==> src/rtl/muldiv_pkg.sv <==
// Shared types and constants for the sequential multiply/divide unit.
// MULDIV_SIGNED_EN (optional) adds signed operation; see muldiv_seq.
package muldiv_pkg;
   localparam int DEF_WIDTH = 16;

   localparam logic OP_MUL = 1'b0;
   localparam logic OP_DIV = 1'b1;

   typedef enum logic [1:0] {
      S_IDLE,
      S_RUN,
      S_DONE
   } state_t;
endpackage

==> src/rtl/muldiv_if.sv <==
// Request/response bundle between the ALU (master) and muldiv_seq (slave).
// op_signed exists only when MULDIV_SIGNED_EN is defined.
interface muldiv_if #(
   parameter int WIDTH = 16
) ();
`ifdef MULDIV_SIGNED_EN
   logic             op_signed;
`endif
   logic             start;
   logic             op;
   logic [WIDTH-1:0] operand_a;
   logic [WIDTH-1:0] operand_b;
   logic             busy;
   logic             done;
   logic [WIDTH-1:0] result_hi;
   logic [WIDTH-1:0] result_lo;
   logic             div_zero;

   modport master (
`ifdef MULDIV_SIGNED_EN
      output op_signed,
`endif
      output start, op, operand_a, operand_b,
      input  busy, done, result_hi, result_lo, div_zero
   );

   modport slave (
`ifdef MULDIV_SIGNED_EN
      input  op_signed,
`endif
      input  start, op, operand_a, operand_b,
      output busy, done, result_hi, result_lo, div_zero
   );
endinterface

==> src/rtl/muldiv_step.sv <==
// One combinational iteration: radix-2 shift-add multiply or restoring divide.
// hi/lo hold acc_hi/acc_lo for MUL and rem/quo for DIV; opd is multiplicand or divisor.
module muldiv_step
   import muldiv_pkg::*;
#(
   parameter int WIDTH = DEF_WIDTH
) (
   input  logic             op,
   input  logic [WIDTH-1:0] hi,
   input  logic [WIDTH-1:0] lo,
   input  logic [WIDTH-1:0] opd,
   output logic [WIDTH-1:0] hi_nxt,
   output logic [WIDTH-1:0] lo_nxt
);
   logic [WIDTH:0] sum;
   logic [WIDTH:0] trial;
   logic [WIDTH:0] diff;

   always_comb begin
      sum   = {1'b0, hi} + (lo[0] ? {1'b0, opd} : {(WIDTH+1){1'b0}});
      trial = {hi, lo[WIDTH-1]};
      diff  = trial - {1'b0, opd};
      hi_nxt = hi;
      lo_nxt = lo;
      if (op == OP_MUL) begin
         // carry re-enters at the top as the whole triple shifts right
         hi_nxt = sum[WIDTH:1];
         lo_nxt = {sum[0], lo[WIDTH-1:1]};
      end else if (!diff[WIDTH]) begin
         hi_nxt = diff[WIDTH-1:0];
         lo_nxt = {lo[WIDTH-2:0], 1'b1};
      end else begin
         hi_nxt = trial[WIDTH-1:0];
         lo_nxt = {lo[WIDTH-2:0], 1'b0};
      end
   end
endmodule

==> src/rtl/muldiv_seq.sv <==
// Multi-cycle multiply/divide unit with start/busy/done handshake.
// Define MULDIV_SIGNED_EN to add op_signed (sign-magnitude wrap around the unsigned core).
module muldiv_seq
   import muldiv_pkg::*;
#(
   parameter int WIDTH = DEF_WIDTH,
   parameter int CNT_W = 5
) (
   input  logic    clk,
   input  logic    rst_n,
   muldiv_if.slave bus
);
   state_t           state, state_nxt;
   logic [CNT_W-1:0] cnt;
   logic             accept, load;
   logic             op_q, dz_q, neg_res_q, neg_rem_q;
   logic [WIDTH-1:0] hi_q, lo_q, opd_q;
   logic [WIDTH-1:0] hi_nxt, lo_nxt;
   logic [WIDTH-1:0] fin_hi, fin_lo;
   logic [WIDTH-1:0] mag_a, mag_b;
   logic             sgn_in, dz_in;
   logic             done_q, div_zero_q;
   logic [WIDTH-1:0] res_hi_q, res_lo_q;

   function automatic logic [WIDTH-1:0] neg_w(input logic [WIDTH-1:0] x, input logic en);
      return en ? WIDTH'(-x) : x;
   endfunction

   function automatic logic [2*WIDTH-1:0] neg_2w(input logic [2*WIDTH-1:0] x, input logic en);
      return en ? (2*WIDTH)'(-x) : x;
   endfunction

`ifdef MULDIV_SIGNED_EN
   assign sgn_in = bus.op_signed;
`else
   assign sgn_in = 1'b0;
`endif

   assign dz_in = (bus.op == OP_DIV) && (bus.operand_b == '0);
   assign mag_a = neg_w(bus.operand_a, sgn_in && bus.operand_a[WIDTH-1]);
   assign mag_b = neg_w(bus.operand_b, sgn_in && bus.operand_b[WIDTH-1]);

   always_ff @(posedge clk) begin
      if (!rst_n) state <= S_IDLE;
      else        state <= state_nxt;
   end

   always_comb begin
      state_nxt = state;
      accept    = 1'b0;
      load      = 1'b0;
      case (state)
         S_IDLE: if (bus.start) begin
            accept    = 1'b1;
            state_nxt = dz_in ? S_DONE : S_RUN;
         end
         S_RUN:  if (cnt == '0) state_nxt = S_DONE;
         S_DONE: begin
            load      = 1'b1;
            state_nxt = S_IDLE;
         end
         default: state_nxt = S_IDLE;
      endcase
   end

   // control and architecturally visible results
   always_ff @(posedge clk) begin
      if (!rst_n) begin
         cnt        <= '0;
         op_q       <= OP_MUL;
         dz_q       <= 1'b0;
         neg_res_q  <= 1'b0;
         neg_rem_q  <= 1'b0;
         done_q     <= 1'b0;
         div_zero_q <= 1'b0;
         res_hi_q   <= '0;
         res_lo_q   <= '0;
      end else begin
         done_q <= load;
         if (accept) begin
            cnt        <= CNT_W'(WIDTH-1);
            op_q       <= bus.op;
            dz_q       <= dz_in;
            neg_res_q  <= sgn_in && (bus.operand_a[WIDTH-1] ^ bus.operand_b[WIDTH-1]);
            neg_rem_q  <= sgn_in && bus.operand_a[WIDTH-1];
            div_zero_q <= 1'b0;
         end else if (state == S_RUN && cnt != '0) begin
            cnt <= cnt - 1'b1;
         end
         if (load) begin
            div_zero_q <= dz_q;
            res_hi_q   <= fin_hi;
            res_lo_q   <= fin_lo;
         end
      end
   end

   // iteration registers need no reset: they are reloaded on every accept
   always_ff @(posedge clk) begin
      if (accept) begin
         if (dz_in) begin
            hi_q  <= bus.operand_a;
            lo_q  <= '1;
            opd_q <= bus.operand_b;
         end else if (bus.op == OP_MUL) begin
            hi_q  <= '0;
            lo_q  <= mag_b;
            opd_q <= mag_a;
         end else begin
            hi_q  <= '0;
            lo_q  <= mag_a;
            opd_q <= mag_b;
         end
      end else if (state == S_RUN) begin
         hi_q <= hi_nxt;
         lo_q <= lo_nxt;
      end
   end

   muldiv_step #(.WIDTH(WIDTH)) u_step (
      .op     (op_q),
      .hi     (hi_q),
      .lo     (lo_q),
      .opd    (opd_q),
      .hi_nxt (hi_nxt),
      .lo_nxt (lo_nxt)
   );

   always_comb begin
      fin_hi = hi_q;
      fin_lo = lo_q;
      if (!dz_q) begin
         if (op_q == OP_MUL) begin
            {fin_hi, fin_lo} = neg_2w({hi_q, lo_q}, neg_res_q);
         end else begin
            fin_hi = neg_w(hi_q, neg_rem_q);
            fin_lo = neg_w(lo_q, neg_res_q);
         end
      end
   end

   assign bus.busy      = (state != S_IDLE);
   assign bus.done      = done_q;
   assign bus.div_zero  = div_zero_q;
   assign bus.result_hi = res_hi_q;
   assign bus.result_lo = res_lo_q;
endmodule

==> src/flat_wrapper.sv <==
// flat-port wrapper written by rule: the top's interface ports become plain ports
module muldiv_seq_flat import muldiv_pkg::*;
#(
   parameter int WIDTH = DEF_WIDTH,
   parameter int CNT_W = 5
)
  (clk, rst_n, bus_start, bus_op, bus_operand_a, bus_operand_b, bus_busy, bus_done, bus_result_hi, bus_result_lo, bus_div_zero);
  muldiv_if #(.WIDTH(WIDTH)) bus_i ();
  input  logic clk;
  input  logic rst_n;
  input wire logic [$bits(bus_i.start)-1:0] bus_start;
  input wire logic [$bits(bus_i.op)-1:0] bus_op;
  input wire logic [$bits(bus_i.operand_a)-1:0] bus_operand_a;
  input wire logic [$bits(bus_i.operand_b)-1:0] bus_operand_b;
  output wire logic [$bits(bus_i.busy)-1:0] bus_busy;
  output wire logic [$bits(bus_i.done)-1:0] bus_done;
  output wire logic [$bits(bus_i.result_hi)-1:0] bus_result_hi;
  output wire logic [$bits(bus_i.result_lo)-1:0] bus_result_lo;
  output wire logic [$bits(bus_i.div_zero)-1:0] bus_div_zero;
  assign bus_i.start = bus_start;
  assign bus_i.op = bus_op;
  assign bus_i.operand_a = bus_operand_a;
  assign bus_i.operand_b = bus_operand_b;
  assign bus_busy = bus_i.busy;
  assign bus_done = bus_i.done;
  assign bus_result_hi = bus_i.result_hi;
  assign bus_result_lo = bus_i.result_lo;
  assign bus_div_zero = bus_i.div_zero;
  muldiv_seq #(.WIDTH(WIDTH), .CNT_W(CNT_W)) u_core (.clk(clk), .rst_n(rst_n), .bus(bus_i));
endmodule
==> config.mk <==
export PLATFORM = sky130hd
export DESIGN_NAME = muldiv_seq_flat
export DESIGN_NICKNAME = d
export VERILOG_FILES = /design/src/rtl/muldiv_pkg.sv /design/src/rtl/muldiv_if.sv /design/src/rtl/muldiv_step.sv /design/src/rtl/muldiv_seq.sv /design/src/flat_wrapper.sv
export SDC_FILE = /design/constraint.sdc
export NUM_CORES = 1
export LEC_CHECK = 0
export ABC_AREA = 0
export CORE_MARGIN = 2
export CORE_UTILIZATION = 51
export CTS_CLUSTER_DIAMETER = 50
export CTS_CLUSTER_SIZE = 30
export DETAILED_ROUTE_END_ITERATION = 8
export GPL_TIMING_DRIVEN = 0
export PLACE_DENSITY_LB_ADDON = 0.12
export SETUP_SLACK_MARGIN = 0.02
export SLEW_MARGIN = 0
export SYNTH_ARGS = -nofsm -noshare
export SYNTH_HDL_FRONTEND = slang
export SYNTH_SLANG_ARGS = --single-unit
==> constraint.sdc <==
create_clock -name clk -period 2.87 [get_ports clk]
set_input_delay 0.574 -clock clk [delete_from_list [all_inputs] [get_ports clk]]
set_output_delay 0.574 -clock clk [all_outputs]
set_load 0.05 [all_outputs]
## Yosys cells after proc, flatten, opt, wreduce, memory -nomap -nowiden

Cells that the tools add are included.

- Register bits after elaboration: 91
- Input bits: 36
- Output and inout port bits: 35
- Logic and storage cells: 57

- Add/subtract/negate cells: 3
- Eq/ne operators: 4
- Multiplexer cells: 25
- Bitwise gates (word level): 1
- Reduce and logical (&&, ||, !) cells: 12

Operators with widths:

| operator | count |
|---|---|
| $mux 16 | 13 |
| $add 16x17->17 | 1 |
| $sub 17x16->17 | 1 |
| $logic_not 16->1 | 1 |
| $mux 4 | 2 |
| $reduce_bool 2->1 | 4 |
| $mux 1 | 6 |
| $mux 2 | 3 |
| $logic_not 5->1 | 1 |
| $reduce_bool 5->1 | 1 |
| $sub 5x1->5 const B | 1 |
| $pmux 2 s2 | 1 |
| $eq 2x1->1 const B | 1 |
| $eq 2x2->1 const B | 1 |
| $logic_and 1x1->1 | 2 |
| $logic_not 2->1 | 1 |
| $ne 2x1->1 const B | 1 |
| $ne 2x2->1 const B | 1 |
| $reduce_and 2->1 | 1 |
| $reduce_or 2->1 | 1 |
| $not 1->1 | 1 |

## Logic depth before layout (Yosys ltp)

Gate-level depths: netlist of the first run.

- Word-level depth: 5
- Gate-level depth with buffers: 12
- Depth with buffers taken out: 11

## Modules after synthesis

Synthesis of the first run repeated with hierarchy kept, for this count alone.

- Cell total of the unflattened synthesis: 702
- Area total of the unflattened synthesis: 6,139.6 um^2

By module, submodules not included:

| module | instances | cells each | area each (um^2) | seq. area each (um^2) |
|---|---|---|---|---|
| muldiv_seq | 1 | 378 | 3,839.9 | 2,302.2 |
| muldiv_step | 1 | 324 | 2,299.7 | 0.0 |

## Worst setup path after synthesis of the first run

No wires, ideal clock.

- Kind: register -> register
- Start point: reg u_core.lo_q[15]
- End point: reg u_core.lo_q[0] (data pin)
- Library setup time: 0.275 ns
- Arrival time: 2.725 ns
- Data required time: 2.595 ns
- Path slack: -0.131 ns
- Cell stages (with the launch flop): 13
- Path buffers: 1
- Period minus slack after synthesis: 3.001 ns
- Path through: edfxtp_1 inv_1 ha_1 fa_1 nand2b_1 a21oi_1 o2111ai_2 a21oi_1 nor4_1 or3_4 buf_6 a211oi_2 a31oi_1

- Cells in the longest elaborated chain, start to end: 5

Ends and longest elaborated chain:

| element | RTL line | source |
|---|---|---|
| from (decl) | muldiv_seq.sv:17 | `logic [WIDTH-1:0] hi_q, lo_q, opd_q;` |
| from (signal assigned) | muldiv_seq.sv:107 | `lo_q <= mag_b;` |
| from (signal assigned) | muldiv_seq.sv:111 | `lo_q <= mag_a;` |
| from (signal assigned) | muldiv_seq.sv:116 | `lo_q <= lo_nxt;` |
| $sub 17x16->17 | muldiv_step.sv:22 | `diff = trial - {1'b0, opd};` |
| $mux 1 | muldiv_step.sv:29 | `end else if (!diff[WIDTH]) begin` |
| $mux 16 | muldiv_step.sv:25 | `if (op == OP_MUL) begin` |
| $mux 16 | muldiv_seq.sv:114 | `end else if (state == S_RUN) begin` |
| $mux 16 | muldiv_seq.sv:100 | `if (accept) begin` |

No other way between the ends. The select of a mux whose other input is x is not followed.
A chain may end at the register's enable or synchronous reset.

## Final worst setup path of the first run

- Start point: reg u_core.hi_q[4]
- End point: reg u_core.hi_q[0] (data pin)

- Cells in the longest elaborated chain, start to end: 5

Ends and longest elaborated chain:

| element | RTL line | source |
|---|---|---|
| from (decl) | muldiv_seq.sv:17 |  |
| from (signal assigned) | muldiv_seq.sv:102 | `hi_q <= bus.operand_a;` |
| from (signal assigned) | muldiv_seq.sv:115 | `hi_q <= hi_nxt;` |
| $sub 17x16->17 | muldiv_step.sv:22 |  |
| $mux 16 | muldiv_step.sv:29 |  |
| $mux 16 | muldiv_step.sv:25 |  |
| $mux 16 | muldiv_seq.sv:114 |  |
| $mux 16 | muldiv_seq.sv:100 |  |

No other way between the ends. The select of a mux whose other input is x is not followed.

==> results of run 1 <==
## final timing paths
| check | from | slack [ns] | depth (start not counted) | endpoint |
|---|---|---|---|---|
| min | u_core.bus.result_lo[12]$_SDFFE_PN0P_ | 0.46 | 2 | u_core.bus.result_lo[12]$_SDFFE_PN0P_ |
| max reg2reg | u_core.hi_q[4]$_DFFE_PP_ | -0.10 | 10 | u_core.hi_q[0]$_DFFE_PP_ |
| min reg2reg | u_core.bus.result_lo[12]$_SDFFE_PN0P_ | 0.46 | 2 | u_core.bus.result_lo[12]$_SDFFE_PN0P_ |
| max | u_core.hi_q[4]$_DFFE_PP_ | -0.10 | 10 | u_core.hi_q[0]$_DFFE_PP_ |
## registers in the layout (all words and copies together), names as in the netlist
name and flops:
u_core.bus.result_lo 16, u_core.dz_q 1, u_core.cnt 5, u_core.lo_q 16, u_core.bus.div_zero 1, u_core.bus.result_hi 16, u_core.bus.done 1, u_core.op_q 1
u_core.hi_q 16, u_core.opd_q 16, u_core.state 2
## logic make-up (layout without fill, tap and decap cells)
kind of cell,after synthesis,after routing
and+or+nand+nor,192,192
buffers and inverters,60,175
adders and majority gates,35,35
muxes,44,44
DFF,91,91
AOI/OAI and AO/OA,186,186
xor gates and xnor gates,26,26
## metal layers
layer  wire length, um  track usage [%]
met5                 0                0
met3              1340             5.93
met2              7890             43.4
met4               612             11.9
met1              7730             38.5
## cell usage after synthesis (2+ instances only)
master    count
a31o_2        2
o21bai_1      4
o211a_1       2
a31oi_1      21
a22o_1        2
o21a_1        6
a222oi_1      3
a21oi_1      23
a22oi_1      12
and2_1       18
o221ai_1      3
a211oi_1     18
buf_2         3
nand2_1      85
and3_1        6
fa_1          2
a21boi_0     38
dfxtp_1      43
xor2_1        6
mux2i_1      25
nor2_1       22
ha_1         33
nor2b_1      22
nor4_1        3
or3_1         3
nor3_1        9
o21ai_0      22
a21o_1       13
nand4_1       3
mux2_2       17
inv_1        26
clkbuf_1     25
edfxtp_1     48
o22ai_1       2
a211o_1       2
o21ai_1       5
nand3_1       6
xnor2_1      20
buf_1         4
nand2b_1      6
## per-stage QoR
step | setup slack [ns] | setup TNS (ns) | cells | area [um^2] | power, mW
final | -0.104 | -0.790 | 892 | 7690 | 7.09
after global routing | -0.176 | -2.09 | 892 | 7690 | 7.46
after floorplan | 0.0411 | 0 | 634 | 5940 | 4.18
after CTS | -0.0527 | -0.145 | 889 | 7580 | 6.78
after detailed placement | -0.772 | -13.63 | 847 | 6840 | 4.96
after global placement | -0.859 | -39.31 | 846 | 6810 | 4.87
## what timing repair did
item                                    in CTS  in global routing
resized for setup                           46                 20
cloned                                       1                  0
setup buffers                               25                  3
endpoints found under the setup margin      17                 26
pin swaps                                   32                 10
## placed cells by master, fill, tap and decap left out, types with 15 or more instances in the layout
master,synthesis,final
a211oi_1,18,15
a21boi_0,38,38
a21oi_1,23,19
a31oi_1,21,19
and2_1,18,16
buf_4,0,26
clkbuf_1,25,24
clkdlybuf4s50_1,0,69
dfxtp_1,43,43
edfxtp_1,48,48
ha_1,33,21
inv_1,26,25
mux2_2,17,17
mux2i_1,25,24
nand2_1,85,85
nor2_1,22,19
nor2b_1,22,22
xnor2_1,20,19
## report_power, final
group	total, mW	internal, mW	switching, mW	leakage [nW]
clock network	1.28	0.710	0.575	0.149
logic	3.87	1.82	2.05	2.02
registers	1.93	1.68	0.256	0.822
## worst max-delay path: cells and delay by family, from the launching register on
| kind | cells | cell delay [ns] |
|---|---|---|
| AO/OA/AOI/OAI | 6 | 1.09 |
| flip-flops | 1 | 0.46 |
| AND/OR/NAND/NOR | 1 | 0.45 |
| adder cells (fa/ha/maj) | 1 | 0.38 |
| multiplexers | 1 | 0.30 |
| buffers and inverters | 1 | 0.15 |
## layout make-up
class	instances	area, um^2
plain buffers	33	155
clock buffers	10	239
clock inverters	6	70.1
fillers	938	3680
inverters	27	101
multi-input cells	483	3680
flip-flops and latches	91	2300
well taps	143	179
repair buffers	99	963
==> reports/qor.yml, run 1 <==
status: "complete, but fails checks"
violations: "negative setup slack"
antenna_found_initial: 0
async_flop_share_pct: 0
synth_seq_cells: 91
synth_area_um2: 5910
finalSetupViolCount: 13
clk_pin_slew_ns: 0.07
synth_xor_area_share_pct: 3.85
drc: 0
slew_viol_final: 0
setup.worst_path.class: "reg2reg"
hold_buffers: 0
tritoncts: "built"
die_h_um: 112
syn2layout_area_growth_pct: 30.0
die_area_um2: 12500
grt_overflow_total: 0
port_buffers: 69
fin_crit_ns: 2.97
hpwl_mm: 12.7
p_per_area_nw_per_um2: 922
hold_violations: 0
nets: 815
yosysTopAreaCell: "edfxtp_1"
synth-edff-count: 48
grt_pass1_vias: 5127
clock.fmax_ghz: 0.336
synth_top_family_by_area: "compound AO/OA/AOI/OAI gates"
drive_above_1_share_pct: 16.2
synth_fa_ha_area_share_pct: 7.66
initial_core_util_pct: 52.0
critPathSlowestCell: "edfxtp_1"
ant_nets: 0
synthSimpleGateAreaFrac_pct: 15.8
leakagePower_nw: 2.99
path_common_cell: "o21a_1"
seq_area_frac_synth_pct: 38.9
place_congestion: 0.866
synthTopCellsByArea: "edfxtp_1 (24%), dfxtp_1 (15%), ha_1 (7.0%)"
clkSinkCount: 91
die_w_um: 112
vias: 5403
worstPathRequired_ns: 3.08
critPathCaptureType: "register"
critPathLaunchType: "register"
track_usage_pct: 28.1
htreeDepth: 3
peakVddDrop_mv: 0.693
crit_fanout: 4
ys_types: 61
synth_warnings: 0
crit_path_max_incr_delay_ns: 0.46
num_rows: 39
fin_crit_sh_pct: 104
worst_hold_path_type: "reg2reg"
num_io_pins: 71
grt_max_degree: 26
finClkSkew_ns: 0.0110
synthMuxAreaShare_pct: 7.91
whs_ns: 0.464
drt-pass1-iter-count: 7
syn_area_per_cell_um2: 9.33
cts_buffers: 9
wl_per_cell_um: 19.7
max_cap_violations: 0
slew_headroom_pct: 47.3
tightestPinTransition_ns: 0.788
fin_util_pct: 67.6
clock-root-buffer: "clkbuf_16"
setup_ws_ns: -0.104
clockBufferDepth: 2
n_antenna_cell: 0
rsz0062_at_grt: "yes"
path_cells: "ha_1 > o21a_1 > o21a_1 > o2111ai_4 > a21oi_4 > o2111a_1 > or3_4 > buf_6 > mux2_4 > o21ai_2"
synthCells: 634
vias_per_cell: 6.06
core-area_um2: 11400
arrival_ns: 3.19
synth_ff_type: "edfxtp_1"
grt_pass1_wl_mm: 27.4
netlist.area_leader.share_pct: 24.4
drtIter0Drc: 551
clk_latency_ns: 0.36
synth_compound_area_share_pct: 21.8
wirelength_mm: 17.6
synth_nets: 705
Power figures use the tool's default switching activity.
==> run 2, diff against run 1 <==
Settings changed: ABC_CLOCK_PERIOD_IN_PS set to 3400, CORE_UTILIZATION 51 to 55.
Clock period 2.87 ns to 3.4 ns, I/O delays scaled along.
==> reports/qor.yml, run 2 (synthesis results as in run 1) <==
fin_crit_ns: 3.27  # +0.295 ns
reg2regPathDepth: 10  # unchanged
grt_overflow_total: 0  # unchanged
final_area_um2: 7060  # -8.2%
critPathLaunchType: "register"
p_per_area_nw_per_um2: 715  # -22%
regToRegStartpoint: "u_core.lo_q[0]$_DFFE_PP_"
worst_hold_path_type: "reg2reg"
grt_max_degree: 33  # +27%
post-place-ws_ns: -0.277  # +0.495 ns
place_area_um2: 6780  # -0.90%
setup.worst_path.class: "reg2reg"
clock-root-buffer: "clkbuf_8"
finClkSkew_ns: 0.0157  # +0.00469 ns
critPathCaptureType: "register"
clkPwrFrac_pct: 16.4  # -1.7 points
syn2layout_area_growth_pct: 19.3
drive_above_1_share_pct: 7.76  # -8.4 points
num_io_pins: 71  # unchanged
slew_viol_final: 0  # unchanged
final_common_cell: "nand2_1"
die_w_um: 108  # -3.6%
layout.cells.non_filler: 858  # -3.8%
fillers: 840  # -10%
drtIter0Drc: 436  # -21%
core-area_um2: 10400  # -8.8%
drc: 0  # unchanged
status: "complete, no violations"
hold_buffers: 0  # unchanged
hold_violations: 0  # unchanged
tightestPinTransition_ns: 1.36  # +0.574 ns
antenna_found_initial: 0  # unchanged
arrival_ns: 3.41  # +0.22 ns
vias_per_cell: 6.09  # +0.60%
clockBufferDepth: 2  # unchanged
wirelength_mm: 15.8  # -10%
slew_headroom_pct: 9.16  # -38 points
finalSetupViolCount: 0  # -13
htreeDepth: 3  # unchanged
setup_ws_ns: 0.131  # +0.235 ns
rrSetupSlack_ns: 0.13  # +0.23 ns
tritoncts: "built"
reg2reg_to: "u_core.hi_q[14]$_DFFE_PP_"
num_rows: 37  # -5.1%
internal_power_mw: 2.94  # -30%
vias: 5228  # -3.2%
worstPathRequired_ns: 3.54  # +0.46 ns
clock.fmax_ghz: 0.306  # -9.0%
grt_pass1_vias: 4807  # -6.2%
clk_latency_ns: 0.39  # +0.03 ns
initial_core_util_pct: 57.0  # +5.0 points
n_antenna_cell: 0  # unchanged
track_usage_pct: 27.8  # -0.27 points
layout_common_cells: "nand2_1 (85), clkdlybuf4s50_1 (69), edfxtp_1 (48)"
crit_path_end: "u_core.hi_q[14]$_DFFE_PP_"
cts_buffers: 9  # unchanged
wl_per_cell_um: 18.4  # -6.6%
leakagePower_nw: 2.77  # -7.6%
multi_input_area_um2: 3410  # -7.2%
rsz0062_at_grt: "no"
place_congestion: 0.909  # +4.9%
dp.cells: 839  # -0.94%
grt_pass1_wl_mm: 24.6  # -10%
nets: 788  # -3.3%
peakVddDrop_mv: 0.294  # -58%
fin_crit_sh_pct: 96.1  # -7.5 points
drt-pass1-iter-count: 5  # -2
seq_area_um2: 2300  # unchanged
ant_nets: 0  # unchanged
die_area_um2: 11600  # -7.0%
p_sw_share_pct: 41.7  # +1.0 points
worstSetupStartpoint: "u_core.lo_q[0]$_DFFE_PP_"
clkSinkCount: 91  # unchanged
combPwrFrac_pct: 50.8  # -3.8 points
die_h_um: 108  # -3.6%
max_cap_violations: 0  # unchanged
switchingPower_mw: 2.10  # -27%
port_buffers: 69  # unchanged
hpwl_mm: 12.1  # -4.8%
seq_power_share_pct: 32.8  # +5.5 points
crit_fanout: 8  # +4
clk_pin_slew_ns: 0.11  # +0.04 ns
## run 2: cell count changes in the layout (fill, tap and decap cells not counted), sizes merged
| cell | before | now |
|---|---|---|
| buf | 37 | 11 |
| clkinvlp | 1 | 2 |
| inv | 30 | 29 |
| clkbuf | 36 | 35 |
## run 2: final cells by class
class	count	share of cell area, %
buffer	33	1.93
clock buffer	10	2.11
clock inverter	6	0.993
inverter	27	1.44
multi-input combinational	483	48.4
sequential	91	32.6
tap	136	2.41
timing repair buffer	72	10.1
## run 2: worst min-delay path by stage
stage                               startpoint                          to  slack (ns)  depth (start not counted)
finish              u_core.cnt[4]$_SDFFE_PP0P_  u_core.cnt[4]$_SDFFE_PP0P_        0.46                          1
global route        u_core.cnt[4]$_SDFFE_PP0P_  u_core.cnt[4]$_SDFFE_PP0P_        0.48                          1
CTS                 u_core.cnt[4]$_SDFFE_PP0P_  u_core.cnt[4]$_SDFFE_PP0P_        0.47                          1
detailed placement  u_core.cnt[4]$_SDFFE_PP0P_  u_core.cnt[4]$_SDFFE_PP0P_        0.45                          1
global placement    u_core.cnt[4]$_SDFFE_PP0P_  u_core.cnt[4]$_SDFFE_PP0P_        0.44                          1
floorplan           u_core.cnt[4]$_SDFFE_PP0P_  u_core.cnt[4]$_SDFFE_PP0P_        0.43                          1
## run 2: power by group through the flow
| stage | clock (mW) | combinational [mW] | sequential [mW] |
|---|---|---|---|
| 2_1_floorplan | 0 | 1.86 | 1.64 |
| 3_3_place_gp | 0 | 2.38 | 1.67 |
| 3_5_place_dp | 0 | 2.46 | 1.67 |
| 4_1_cts | 0.835 | 2.48 | 1.64 |
| 5_1_grt | 0.866 | 2.81 | 1.68 |
| 6_report | 0.829 | 2.56 | 1.65 |
## run 2: timing repair
item,in CTS,in global routing
setup endpoints to repair,12,16
pin swaps,0,2
gates resized for setup,2,7
buffers inserted,0,3
cloned,0,0
## run 2: worst max-delay path, cell delays in order, from the launching register on
cell	delay, ns
edfxtp_1	0.53
and2_1	0.23
ha_1	0.29
a211oi_1	0.32
o21bai_1	0.16
a31oi_1	0.35
o211ai_1	0.22
a31o_2	0.29
a21oi_1	0.20
xnor2_1	0.09
a221o_1	0.34
## run 2: metrics by stage
step                TNS, ns  utilization, %  total power, mW  hold slack [ns]
finish                    0            68.0             5.05            0.462
global route              0            68.0             5.35            0.475
CTS                       0            67.6             4.96            0.467
detailed placement    -1.98            65.4             4.13            0.452
global placement     -12.59            65.3             4.05            0.436
floorplan                 0               -             3.50            0.430
## run 2: per-layer routing
metal  share of wire, %  vias to the layer above  GRT usage (%)  routed length, um
met4                3.3                        0           12.5                519
met1                 43                     2461           37.8               6860
li1                   -                     2488              -                  -
met5                  0                        -              0                  0
met3                7.3                       42           4.78               1150
met2                 46                      237           43.5               7250
==> patch (config.mk and constraints of run 1) <==
`CNT_W` is set to 5 in 2 places; all go to 10.
--- a/src/rtl/muldiv_seq.sv
+++ b/src/rtl/muldiv_seq.sv
@@ -6,3 +6,3 @@
    parameter int WIDTH = DEF_WIDTH,
-   parameter int CNT_W = 5
+   parameter int CNT_W = 10
 ) (
--- a/src/flat_wrapper.sv
+++ b/src/flat_wrapper.sv
@@ -4,3 +4,3 @@
    parameter int WIDTH = DEF_WIDTH,
-   parameter int CNT_W = 5
+   parameter int CNT_W = 10
 )
Formal check against the unedited RTL: same outputs for any inputs over 10 cycles, from zero or initial values and one cycle with rst_n low; that may be too few to reach the edited logic, so the function may still have changed.
==> patch against run 1 <==
  * Count of clock-buffer cells in the layout grew 1
  * Sequential cell count increased by 5
  * Worst setup slack gained 0.17 ns
  * Wire length rose by 1.1%
  * Design area is 3.6% higher
  * Sequential share of layout area increased by 0.21 points
  * Power increased by 2.8%
  * Synthesized area is 7.2% higher
  * Largest cell class unchanged
  * Highest routed layer unchanged
==> patch: results (changes against run 1) <==
- Run status: finished clean
- Worst hold slack: 0.461 ns (-0.00254 ns)
- Cell area after layout: 0.00797 sq mm (+3.6%)
- Sequential-to-total area share from yosys stat: 0.379 (-0.0105)
- Worst-path maximum fanout: 6 (+2)
- Number of flops mapped to enable cells by yosys: 48 (unchanged)
- Critical R2R Launch: u_core.lo_q[0]
- Vias per Instance: 5.88 (-2.9%)
- Wire per inst: 18.5 microns (-6.2%)
- Vias in the first global route: 5279 (+3.0%)
- First-pass GRT wire length: 27400 microns (+0.23%)
- Antenna violations before repair: 0 (unchanged)
- Worst Skew: 0.0102 ns (-0.000781 ns)
- Synth top area cells: edfxtp_1 (23%), dfxtp_1 (15%), ha_1 (6.5%)
- Syn Nets: 754 (+7.0%)
- Hold depth: 2 (unchanged)
- DR iter-0 viols: 540 (-2.0%)
- RePlAce Congestion: 0.932 (+7.6%)
- Arrival time of the worst setup path: 3.00 ns (-0.19 ns)
- Reg2reg end: u_core.hi_q[14]
- GRT Overall Usage: 0.267 (-0.0139)
- DR pass1 iterations: 5 (-2)
- Reg2reg setup slack: 0.07 ns (+0.17 ns)
- Synth cell count leaders: nand2_1 (92), dfxtp_1 (48), edfxtp_1 (48), a21boi_0 (38), nor2_1 (34)
- Worst slew margin: 0.101 (-0.373)
- Hold endpoint: u_core.bus.result_hi[13]
- Min Tclk post-route: 2.80 ns (-0.171 ns)
- VDD IR-drop max: 0.448 mV (-35%)
- Static power due to leakage: 3.00 nW (about the same)
- Post-synth cell types: 67 (+9.8%)
- Post-DP HPWL: 13200 microns (+3.4%)
- HP Start: u_core.bus.result_hi[13]
- CTS Buf Count: 9 (unchanged)
- Worst reg2reg path depth: 11 (+1)
- Post-place instance area: 0.00728 sq mm (+6.3%)
- Layout cells sized above 1: 0.139 (-0.0228)
- # nets final: 859 (+5.4%)
-- patch: cells by family (layout without fill, tap and decap cells) --
logic type,Yosys count,after routing,share of synthesized area
AOI/OAI and AO/OA,189,189,0.211
xor gates and xnor gates,33,33,0.0456
buffers and inverters,62,172,0.0412
adders and majority gates,35,35,0.0714
DFF,96,96,0.379
muxes,51,51,0.0858
and+or+nand+nor,217,217,0.166
-- patch: timing repair --
action / 4_1_cts / 5_1_grt
pin swaps: 7 / 13
gates resized for setup: 18 / 29
hold buffers: 0 / 0
gates cloned: 0 / 1
buffers inserted: 8 / 15
setup endpoints to repair: 15 / 17
-- patch: through the flow --
step / setup slack [ns] / setup TNS [ns] / instances
after floorplan: 0.0822 / 0 / 683
after global placement: -0.962 / -33.19 / 920
after detailed placement: -0.282 / -3.16 / 921
after CTS: 0.0266 / 0 / 945
after global routing: -0.0363 / -0.0979 / 961
final: 0.0673 / 0 / 961
-- patch: routing by layer --
layer	vias up	wire length, microns	GRT usage
li1	2684	-	-
met1	2714	8030	0.383
met2	227	8110	0.415
met3	26	1220	0.0371
met4	0	388	0.0948
met5	-	0	0
-- patch: layout make-up --
| class | instances | area (sq um) |
|---|---|---|
| Multi-Input combinational cell | 525 | 3900 |
| Clock buffer | 11 | 233 |
| Clock inverter | 5 | 38.8 |
| Tap cell | 168 | 210 |
| Inverter | 29 | 109 |
| Fill cell | 1005 | 4100 |
| Timing Repair Buffer | 94 | 920 |
| Sequential cell | 96 | 2400 |
| Buffer | 33 | 154 |
-- patch: worst max-delay path, stage by stage (launching register included) --
cell	delay (ns)
edfxtp_1	0.51
buf_6	0.18
and2_1	0.13
ha_1	0.32
o21a_1	0.23
nor2_2	0.13
a211oi_2	0.06
a41o_1	0.22
nor2_2	0.12
a21oi_1	0.10
or4b_1	0.51
o2111ai_1	0.12
-- patch: where the power goes --
part	switching [mW]	leakage (nW)	internal, mW
logic	2.22	2.01	1.87
clock network	0.552	0.127	0.596
registers	0.287	0.862	1.76
total	3.06	3.00	4.23
-- patch: how the worst max path moves through the flow --
stage	end	slack, ns	cells past startpoint
floorplan	u_core.hi_q[1]	0.08	11
global placement	u_core.hi_q[11]	-0.96	3
detailed placement	u_core.hi_q[12]	-0.28	12
CTS	u_core.hi_q[14]	0.03	10
global route	u_core.hi_q[14]	-0.04	11
finish	u_core.hi_q[14]	0.07	11
